`src/rtl/micro_pkg.sv`:
```
// Shared types for the microprogram sequencer: MUX C select codes,
// run/halt state encoding and the default control-address width.
package micro_pkg;

   localparam int AW_DEF = 8;

   typedef enum logic [1:0] {
      SEL_INC = 2'b00,
      SEL_BRA = 2'b01,
      SEL_RAA = 2'b10,
      SEL_RET = 2'b11
   } sel_e;

   typedef enum logic [1:0] {
      ST_IDLE   = 2'b00,
      ST_RUN    = 2'b01,
      ST_HALTED = 2'b10
   } state_e;

endpackage

```
`src/rtl/control_addr_seq_if.sv`:
```
// Sequencer control/address bundle between the microinstruction side
// (master: start/stall/halt/select/bra/raa/call) and the CAR stage
// (slave: returns car/running/wrap).
interface control_addr_seq_if
   import micro_pkg::*;
#(
   parameter int AW = AW_DEF
) ();

   logic          start;
   logic          stall;
   logic          halt;
   logic [1:0]    mux_c_sel;
   logic [AW-1:0] bra;
   logic [AW-1:0] raa;
   logic          call;
   logic [AW-1:0] car;
   logic          running;
   logic          wrap;

   modport master (
      output start, stall, halt, mux_c_sel, bra, raa, call,
      input  car, running, wrap
   );

   modport slave (
      input  start, stall, halt, mux_c_sel, bra, raa, call,
      output car, running, wrap
   );

endinterface

```
`src/rtl/car_next_mux.sv`:
```
// Next control address select plus incrementer.
// Ports: car/sel/bra/raa/ret in; inc_addr/inc_carry (CAR+1 and its
// carry-out), nxt_addr (selected address), nxt_wrap (increment chosen
// and it wrapped) out.
module car_next_mux
   import micro_pkg::*;
#(
   parameter int AW = AW_DEF
) (
   input  logic [AW-1:0] car,
   input  sel_e          sel,
   input  logic [AW-1:0] bra,
   input  logic [AW-1:0] raa,
   input  logic [AW-1:0] ret,
   output logic [AW-1:0] inc_addr,
   output logic          inc_carry,
   output logic [AW-1:0] nxt_addr,
   output logic          nxt_wrap
);

   always_comb begin
      {inc_carry, inc_addr} = {1'b0, car} + (AW+1)'(1);
      nxt_addr = inc_addr;
      nxt_wrap = 1'b0;
      unique case (sel)
         SEL_INC: begin
            nxt_addr = inc_addr;
            nxt_wrap = inc_carry;
         end
         SEL_BRA: nxt_addr = bra;
         SEL_RAA: nxt_addr = raa;
         SEL_RET: nxt_addr = ret;
         default: ;
      endcase
   end

endmodule

```
`src/rtl/control_addr_seq.sv`:
```
// Control address register stage with run/halt sequencer FSM.
// Ports: clk, rst_n (async active-low), bus (slave: start, stall, halt,
// mux_c_sel, bra, raa, call in; car, running, wrap out).
// Optional return register enabled by defining MICRO_RET_EN.
module control_addr_seq
   import micro_pkg::*;
#(
   parameter int            AW        = AW_DEF,
   parameter logic [AW-1:0] RESET_VEC = '0
) (
   input  logic             clk,
   input  logic             rst_n,
   control_addr_seq_if.slave bus
);

   state_e        state_q, state_d;
   logic [AW-1:0] car_q, car_d;
   logic          wrap_q, wrap_d;
   logic          running_q, running_d;

   logic [AW-1:0] ret_q;
   sel_e          sel_eff;
   logic [AW-1:0] inc_addr, nxt_addr;
   logic          inc_carry, nxt_wrap;
   logic          advance;

   // RUN, not stalled, not halting: CAR takes the selected address
   assign advance = (state_q == ST_RUN) & ~bus.stall & ~bus.halt;

`ifdef MICRO_RET_EN
   logic [AW-1:0] ret_d;

   assign sel_eff = sel_e'(bus.mux_c_sel);

   always_comb begin
      ret_d = ret_q;
      if (advance && bus.call && sel_eff == SEL_BRA)
         ret_d = inc_addr;
   end

   always_ff @(posedge clk or negedge rst_n) begin
      if (!rst_n)
         ret_q <= '0;
      else
         ret_q <= ret_d;
   end
`else
   logic unused_call;

   // RET folds onto the increment path, wrap rule included
   assign sel_eff = (bus.mux_c_sel == SEL_RET) ? SEL_INC
                                               : sel_e'(bus.mux_c_sel);
   assign ret_q = '0;
   assign unused_call = bus.call;
`endif

   car_next_mux #(
      .AW (AW)
   ) u_next (
      .car       (car_q),
      .sel       (sel_eff),
      .bra       (bus.bra),
      .raa       (bus.raa),
      .ret       (ret_q),
      .inc_addr  (inc_addr),
      .inc_carry (inc_carry),
      .nxt_addr  (nxt_addr),
      .nxt_wrap  (nxt_wrap)
   );

   always_comb begin
      state_d = state_q;
      car_d   = car_q;
      wrap_d  = wrap_q;
      unique case (state_q)
         ST_IDLE: begin
            if (bus.start)
               state_d = ST_RUN;
         end
         ST_RUN: begin
            if (bus.stall) begin
               state_d = ST_RUN;
            end else if (bus.halt) begin
               state_d = ST_HALTED;
            end else begin
               car_d  = nxt_addr;
               wrap_d = wrap_q | nxt_wrap;
            end
         end
         ST_HALTED: begin
            // resume past the halting microinstruction
            if (bus.start) begin
               state_d = ST_RUN;
               car_d   = inc_addr;
               wrap_d  = wrap_q | inc_carry;
            end
         end
         default: state_d = ST_IDLE;
      endcase
      running_d = (state_d == ST_RUN);
   end

   always_ff @(posedge clk or negedge rst_n) begin
      if (!rst_n) begin
         state_q   <= ST_IDLE;
         car_q     <= RESET_VEC;
         wrap_q    <= 1'b0;
         running_q <= 1'b0;
      end else begin
         state_q   <= state_d;
         car_q     <= car_d;
         wrap_q    <= wrap_d;
         running_q <= running_d;
      end
   end

   assign bus.car     = car_q;
   assign bus.running = running_q;
   assign bus.wrap    = wrap_q;

endmodule

```
`src/flat_wrapper.sv`:
```
// flat-port wrapper written by rule: the top's interface ports become plain ports
module control_addr_seq_flat import micro_pkg::*;
#(
   parameter int            AW        = AW_DEF,
   parameter logic [AW-1:0] RESET_VEC = '0
)
  (clk, rst_n, bus_start, bus_stall, bus_halt, bus_mux_c_sel, bus_bra, bus_raa, bus_call, bus_car, bus_running, bus_wrap);
  control_addr_seq_if #(.AW(AW)) bus_i ();
  input  logic clk;
  input  logic rst_n;
  input wire logic [$bits(bus_i.start)-1:0] bus_start;
  input wire logic [$bits(bus_i.stall)-1:0] bus_stall;
  input wire logic [$bits(bus_i.halt)-1:0] bus_halt;
  input wire logic [$bits(bus_i.mux_c_sel)-1:0] bus_mux_c_sel;
  input wire logic [$bits(bus_i.bra)-1:0] bus_bra;
  input wire logic [$bits(bus_i.raa)-1:0] bus_raa;
  input wire logic [$bits(bus_i.call)-1:0] bus_call;
  output wire logic [$bits(bus_i.car)-1:0] bus_car;
  output wire logic [$bits(bus_i.running)-1:0] bus_running;
  output wire logic [$bits(bus_i.wrap)-1:0] bus_wrap;
  assign bus_i.start = bus_start;
  assign bus_i.stall = bus_stall;
  assign bus_i.halt = bus_halt;
  assign bus_i.mux_c_sel = bus_mux_c_sel;
  assign bus_i.bra = bus_bra;
  assign bus_i.raa = bus_raa;
  assign bus_i.call = bus_call;
  assign bus_car = bus_i.car;
  assign bus_running = bus_i.running;
  assign bus_wrap = bus_i.wrap;
  control_addr_seq #(.AW(AW), .RESET_VEC(RESET_VEC)) u_core (.clk(clk), .rst_n(rst_n), .bus(bus_i));
endmodule
```
`config.mk`:
```
export PLATFORM = sky130hd
export DESIGN_NAME = control_addr_seq_flat
export DESIGN_NICKNAME = d
export VERILOG_FILES = /design/src/rtl/micro_pkg.sv /design/src/rtl/control_addr_seq_if.sv /design/src/rtl/car_next_mux.sv /design/src/rtl/control_addr_seq.sv /design/src/flat_wrapper.sv
export SDC_FILE = /design/constraint.sdc
export NUM_CORES = 1
export LEC_CHECK = 0
export ABC_CLOCK_PERIOD_IN_PS = 3000
export CORE_UTILIZATION = 45
export CTS_CLUSTER_DIAMETER = 80
export DETAILED_ROUTE_END_ITERATION = 6
export PLACE_DENSITY = 0.84
export SLEW_MARGIN = 20
export SYNTH_ARGS = -nofsm -noshare
export SYNTH_HDL_FRONTEND = slang
export SYNTH_SLANG_ARGS = --single-unit
```
`constraint.sdc`:
```
create_clock -name clk -period 3 [get_ports clk]
set_input_delay 0.45 -clock clk [delete_from_list [all_inputs] [get_ports clk]]
set_output_delay 0.45 -clock clk [all_outputs]
set_load 0.01 [all_outputs]
```
Yosys cells after proc, flatten, opt, wreduce, memory -nomap -nowiden. Cells that the tools add are included. W data, S select, Z words.

Reduce and logical (&&, ||, !) cells: 5. $add $sub $neg: 1. Muxes and demuxes: 15. Bitwise gates (word level): 2. Eq/ne operators: 10.

Operators by type and width (count): $pmux W8 S4 (1); $mux W8 (3); $pmux W8 S2 (1); $add A8 B1 Y9 const B (1); $eq A2 B2 Y1 const B (4); $mux W2 (4); $eq A2 B1 Y1 const B (3); $ne A2 B2 Y1 const B (3); $logic_not A2 Y1 (2); $mux W1 (4); $pmux W2 S2 (1); $reduce_and A4 Y1 (1); $or A1 B1 Y1 (2); $pmux W1 S2 (1); $reduce_bool A2 Y1 (1); $reduce_or A2 Y1 (1).

Input bits: 24. Logic and storage cells: 37. Output and inout bits: 10. Flip-flop bits (word level): 12.

Logic depth before layout (Yosys ltp).
Depth in word-level cells: 8. Mapped depth: 7. Depth with buffers taken out: 6.

Modules after synthesis. A second synthesis with hierarchy kept.

Cell total of the unflattened synthesis: 74. Area, all modules: 922.1 um^2.

By module, submodules not included: control_addr_seq (cells an instance 45, instances 1, sequential area each 300.3 um^2, area each 601.8 um^2); car_next_mux (cells an instance 29, instances 1, sequential area each 0.0 um^2, area each 320.3 um^2).

Worst setup path before layout. Ideal clock, no wire load.

Kind: in2reg. Start: input port bus_mux_c_sel[0]. End: register u_core.car_q[5] (netlist: u_core.bus.car[5]). Arrival: 1522 ps. Required time: 2882 ps. Path buffers: 1. Slack: 1360 ps. Stages: 6. Setup time: 118 ps. Cell sequence: inv_1 -> ha_1 -> or2_1 -> buf_6 -> o22ai_2 -> o2bb2a_4.

Longest elaborated chain between the ends: 7. Elaborated cells between the ends (all ways): 10. Those cells by class: eq/ne: 4; mux: 5; reduce/logical: 1.

Ends and longest elaborated chain: start, declared (RTL line flat_wrapper.sv:14) `input wire logic [$bits(bus_i.mux_c_sel)-1:0] bus_mux_c_sel;`; $eq A2 B2 Y1 (RTL line control_addr_seq.sv:51) `assign sel_eff = (bus.mux_c_sel == SEL_RET) ? SEL_INC`; $mux W2 (*) (RTL line control_addr_seq.sv:51); $eq A2 B2 Y1 (tied with other cells) (RTL line car_next_mux.sv:25) `unique case (sel)`; $pmux W8 S4 (*) (RTL line car_next_mux.sv:25); $mux W8 (*) (RTL line control_addr_seq.sv:83) `end else if (bus.halt) begin`; $mux W8 (*) (RTL line control_addr_seq.sv:81) `if (bus.stall) begin`; $pmux W8 S2 (*) (RTL line control_addr_seq.sv:75) `unique case (state_q)`; end signal, assigned (RTL line control_addr_seq.sv:111) `car_q <= car_d;`; end, declared (RTL line control_addr_seq.sv:17) `logic [AW-1:0] car_q, car_d;`.

Every way passes the cells marked *; elsewhere a longest branch is shown, timed or not. The select of a mux whose other input is x is not followed. A chain may end at the register's enable or synchronous reset.

Worst setup path in the final report.
Start: input port bus_mux_c_sel[0]. End: register u_core.car_q[0] (netlist: u_core.bus.car[0]).

The elaborated chain is that of the path after synthesis.

==> impl_metrics.tcl <==
set metrics [dict create \
    status "finished, final reports clean" \
    seq_area_sq_um 300 \
    synth_seq_cells 12 \
    multi_input_area_sq_um 470 \
    final_cells 139 \
    placed_cells 135 \
    synth_fp_nets 109 \
    hold_viol_final 0 \
    pre_cts_slack_ps 706 \
    synth_top_area_cell "dfrtp_1" \
    cts.htree.levels 1 \
    core_sq_um 1710 \
    skew_ps 4.71 \
    finalCritPeriodShare_pct 67.0 \
    netlist_area_sq_um 816 \
    maxCapViolCount 0 \
    rsz0062_at_grt "false" \
    synthCells 82 \
    crit_arrival_ps 2200 \
    drtPass1Iterations 4 \
    post_synth.cell_area_avg_sq_um 9.95 \
    final_area_sq_um 1170 \
    clock_path_buffers 2 \
    pin_count 34 \
    postCtsHoldBufs 0 \
    critPathMaxFanout 11 \
    cp-start-kind "input pin" \
    critical_path_class "in -> reg" \
    synth.distinct_cells 35 \
    place_hpwl_um 1480 \
    cts_tree "built" \
    drt_wl_total_um 1970 \
    drcViolationCount 0 \
    root_buffer "clkbuf_4" \
    grt_pass1_wl_um 3060 \
    slew_headroom_pct 61.7 \
    setup_viol 0 \
    wire_per_inst_um 14.1 \
    p_leak_nw 0.473 \
    required_ps 3190 \
    io_buffers 32 \
    placed_cell_area_sq_um 1140 \
    die_w_um 44.6 \
    clk_pin_slew_ps 80 \
    track_usage_pct 21.3 \
    n_fill_cell 124 \
    yosys_warnings 0 \
    post-route-min-period_ps 2010 \
    fin_nets 142 \
    setup_slack_ps 991 \
    drt_iter0_markers 8 \
    grt_max_degree 13 \
    drv_slew 0 \
    insertion_delay_ps 270 \
    tightest_slew_ps 572 \
    start_util_pct 47.8 \
    fmax_mhz 498 \
    antenna_cells 0 \
    antenna_found_initial 0 \
    die_area_sq_um 1990 \
    grt-ovfl-total 0 \
    power.density_nw_per_um2 745 \
    seq_area_frac_synth_pct 36.8 \
    gp_congestion 0.771 \
    hold_class "reg -> reg" \
    fin_setup_tns_ps 0 \
    total_power_uw 874 \
    layout-drive-gt1-share_pct 10.5 \
    grt_pass1_vias 711 \
    die_h_um 44.6 \
    yosysTopAreaCellShare_pct 36.8 \
    cts_resized 0 \
    num_rows 15 \
    antenna_left 0 \
    viasPerCell 5.71 \
    clock_sinks 12 \
    via_count 794 \
    post_cts_buffers 0 \
    area_delta_synth_final_pct 43.9 \
    cts_buffers 3 \
    end_kind "register" \
    synthTopCellsByArea "dfrtp_1 37%, a22o_1 6.4%, ha_1 4.6%, a221oi_2 3.7%, buf_6 2.8%" \
    final_util_pct 68.7 \
    timing.hold.ws_ps 466 \
    ir_drop_mv 0.410 \
]
state kept, by name, indices dropped and copies added (netlist names):
register            count
u_core.bus.wrap         1
u_core.state_q          2
u_core.bus.car          8
u_core.bus.running      1
logic make-up after synthesis:
group,Yosys count,share of synthesized area (%)
compound gates,37,38.0
simple gates,22,15.0
flops,12,36.8
buf+inv,8,5.52
fa+ha+maj,3,4.60
final cells by class:
| type | count | area share (%) |
|---|---|---|
| Clock buffer | 4 | 3.09 |
| Sequential cell | 12 | 25.6 |
| Timing Repair Buffer | 32 | 27.3 |
| Tap cell | 25 | 2.67 |
| Inverter | 4 | 1.28 |
| Multi-Input combinational cell | 62 | 40.1 |
final timing paths:
kind,from,end,slack [ps],depth (start not counted)
setup reg to reg,u_core.state_q[0]$_DFF_PN0_,u_core.bus.car[4]$_DFFE_PN0P_,1270,4
min in group asynchronous,rst_n,u_core.bus.car[0]$_DFFE_PN0P_,540,1
max in group asynchronous,rst_n,u_core.bus.car[7]$_DFFE_PN0P_,2080,1
hold reg to reg,u_core.bus.wrap$_DFFE_PN0P_,u_core.bus.wrap$_DFFE_PN0P_,470,2
setup / recovery,bus_mux_c_sel[0],u_core.bus.car[0]$_DFFE_PN0P_,990,6
hold / removal,u_core.bus.wrap$_DFFE_PN0P_,u_core.bus.wrap$_DFFE_PN0P_,470,2
layer usage:
layer / up-vias / wire (um) / GRT usage (%)
li1: 388 / - / -
met3: 2 / 147 / 4.90
met1: 369 / 822 / 25.2
met4: 0 / 12 / 7.88
met5: - / 0 / 0
met2: 35 / 983 / 37.4
worst max-delay path, stage by stage:
cell             delay (ps)
clkdlybuf4s50_1         480
inv_1                    50
ha_1                    360
or2_1                   410
and3_1                  260
a211oi_2                190
report_power, final:
group          switching (mW)  total [mW]  internal [mW]
clock                  0.0552       0.129         0.0737
combinational           0.177       0.424          0.247
sequential             0.0881       0.321          0.233
synthesized netlist by cell type:
| cell type | count |
|---|---|
| dfrtp_1 | 12 |
| a22o_1 | 6 |
| a21oi_1 | 4 |
| inv_1 | 4 |
| nand2_1 | 4 |
| o21ai_0 | 4 |
| ha_1 | 3 |
| nand3_1 | 3 |
| nor2_1 | 3 |
| o22ai_1 | 3 |
| o31ai_1 | 3 |
| a221oi_2 | 2 |
| a22oi_1 | 2 |
| a2bb2oi_1 | 2 |
| and3_1 | 2 |
| and4_1 | 2 |
| buf_6 | 2 |
| nor2b_1 | 2 |
| nor3_1 | 2 |
| o22a_1 | 2 |
| a211oi_2 | 1 |
| a22o_2 | 1 |
| a22oi_2 | 1 |
| a31oi_1 | 1 |
| buf_1 | 1 |
| clkbuf_1 | 1 |
| nor2b_2 | 1 |
| o21a_1 | 1 |
| o21ai_1 | 1 |
| o22ai_2 | 1 |
| o2bb2a_1 | 1 |
| o2bb2a_4 | 1 |
| or2_1 | 1 |
| or2b_1 | 1 |
| or3_1 | 1 |
layout by cell type, fill, tap and decap left out, drive strengths merged:
master and count:
a211oi 1, a21oi 4, a221oi 2, a22o 7, a22oi 3, a2bb2oi 2
a31oi 1, and3 2, and4 2, clkbuf 4, clkdlybuf4s50 32, dfrtp 12
ha 3, inv 4, nand2 4, nand3 3, nor2 3, nor2b 3
nor3 2, o21a 1, o21ai 5, o22a 2, o22ai 4, o2bb2a 2
o31ai 3, or2 1, or2b 1, or3 1
No activity file was read; power rests on OpenSTA's default activity.
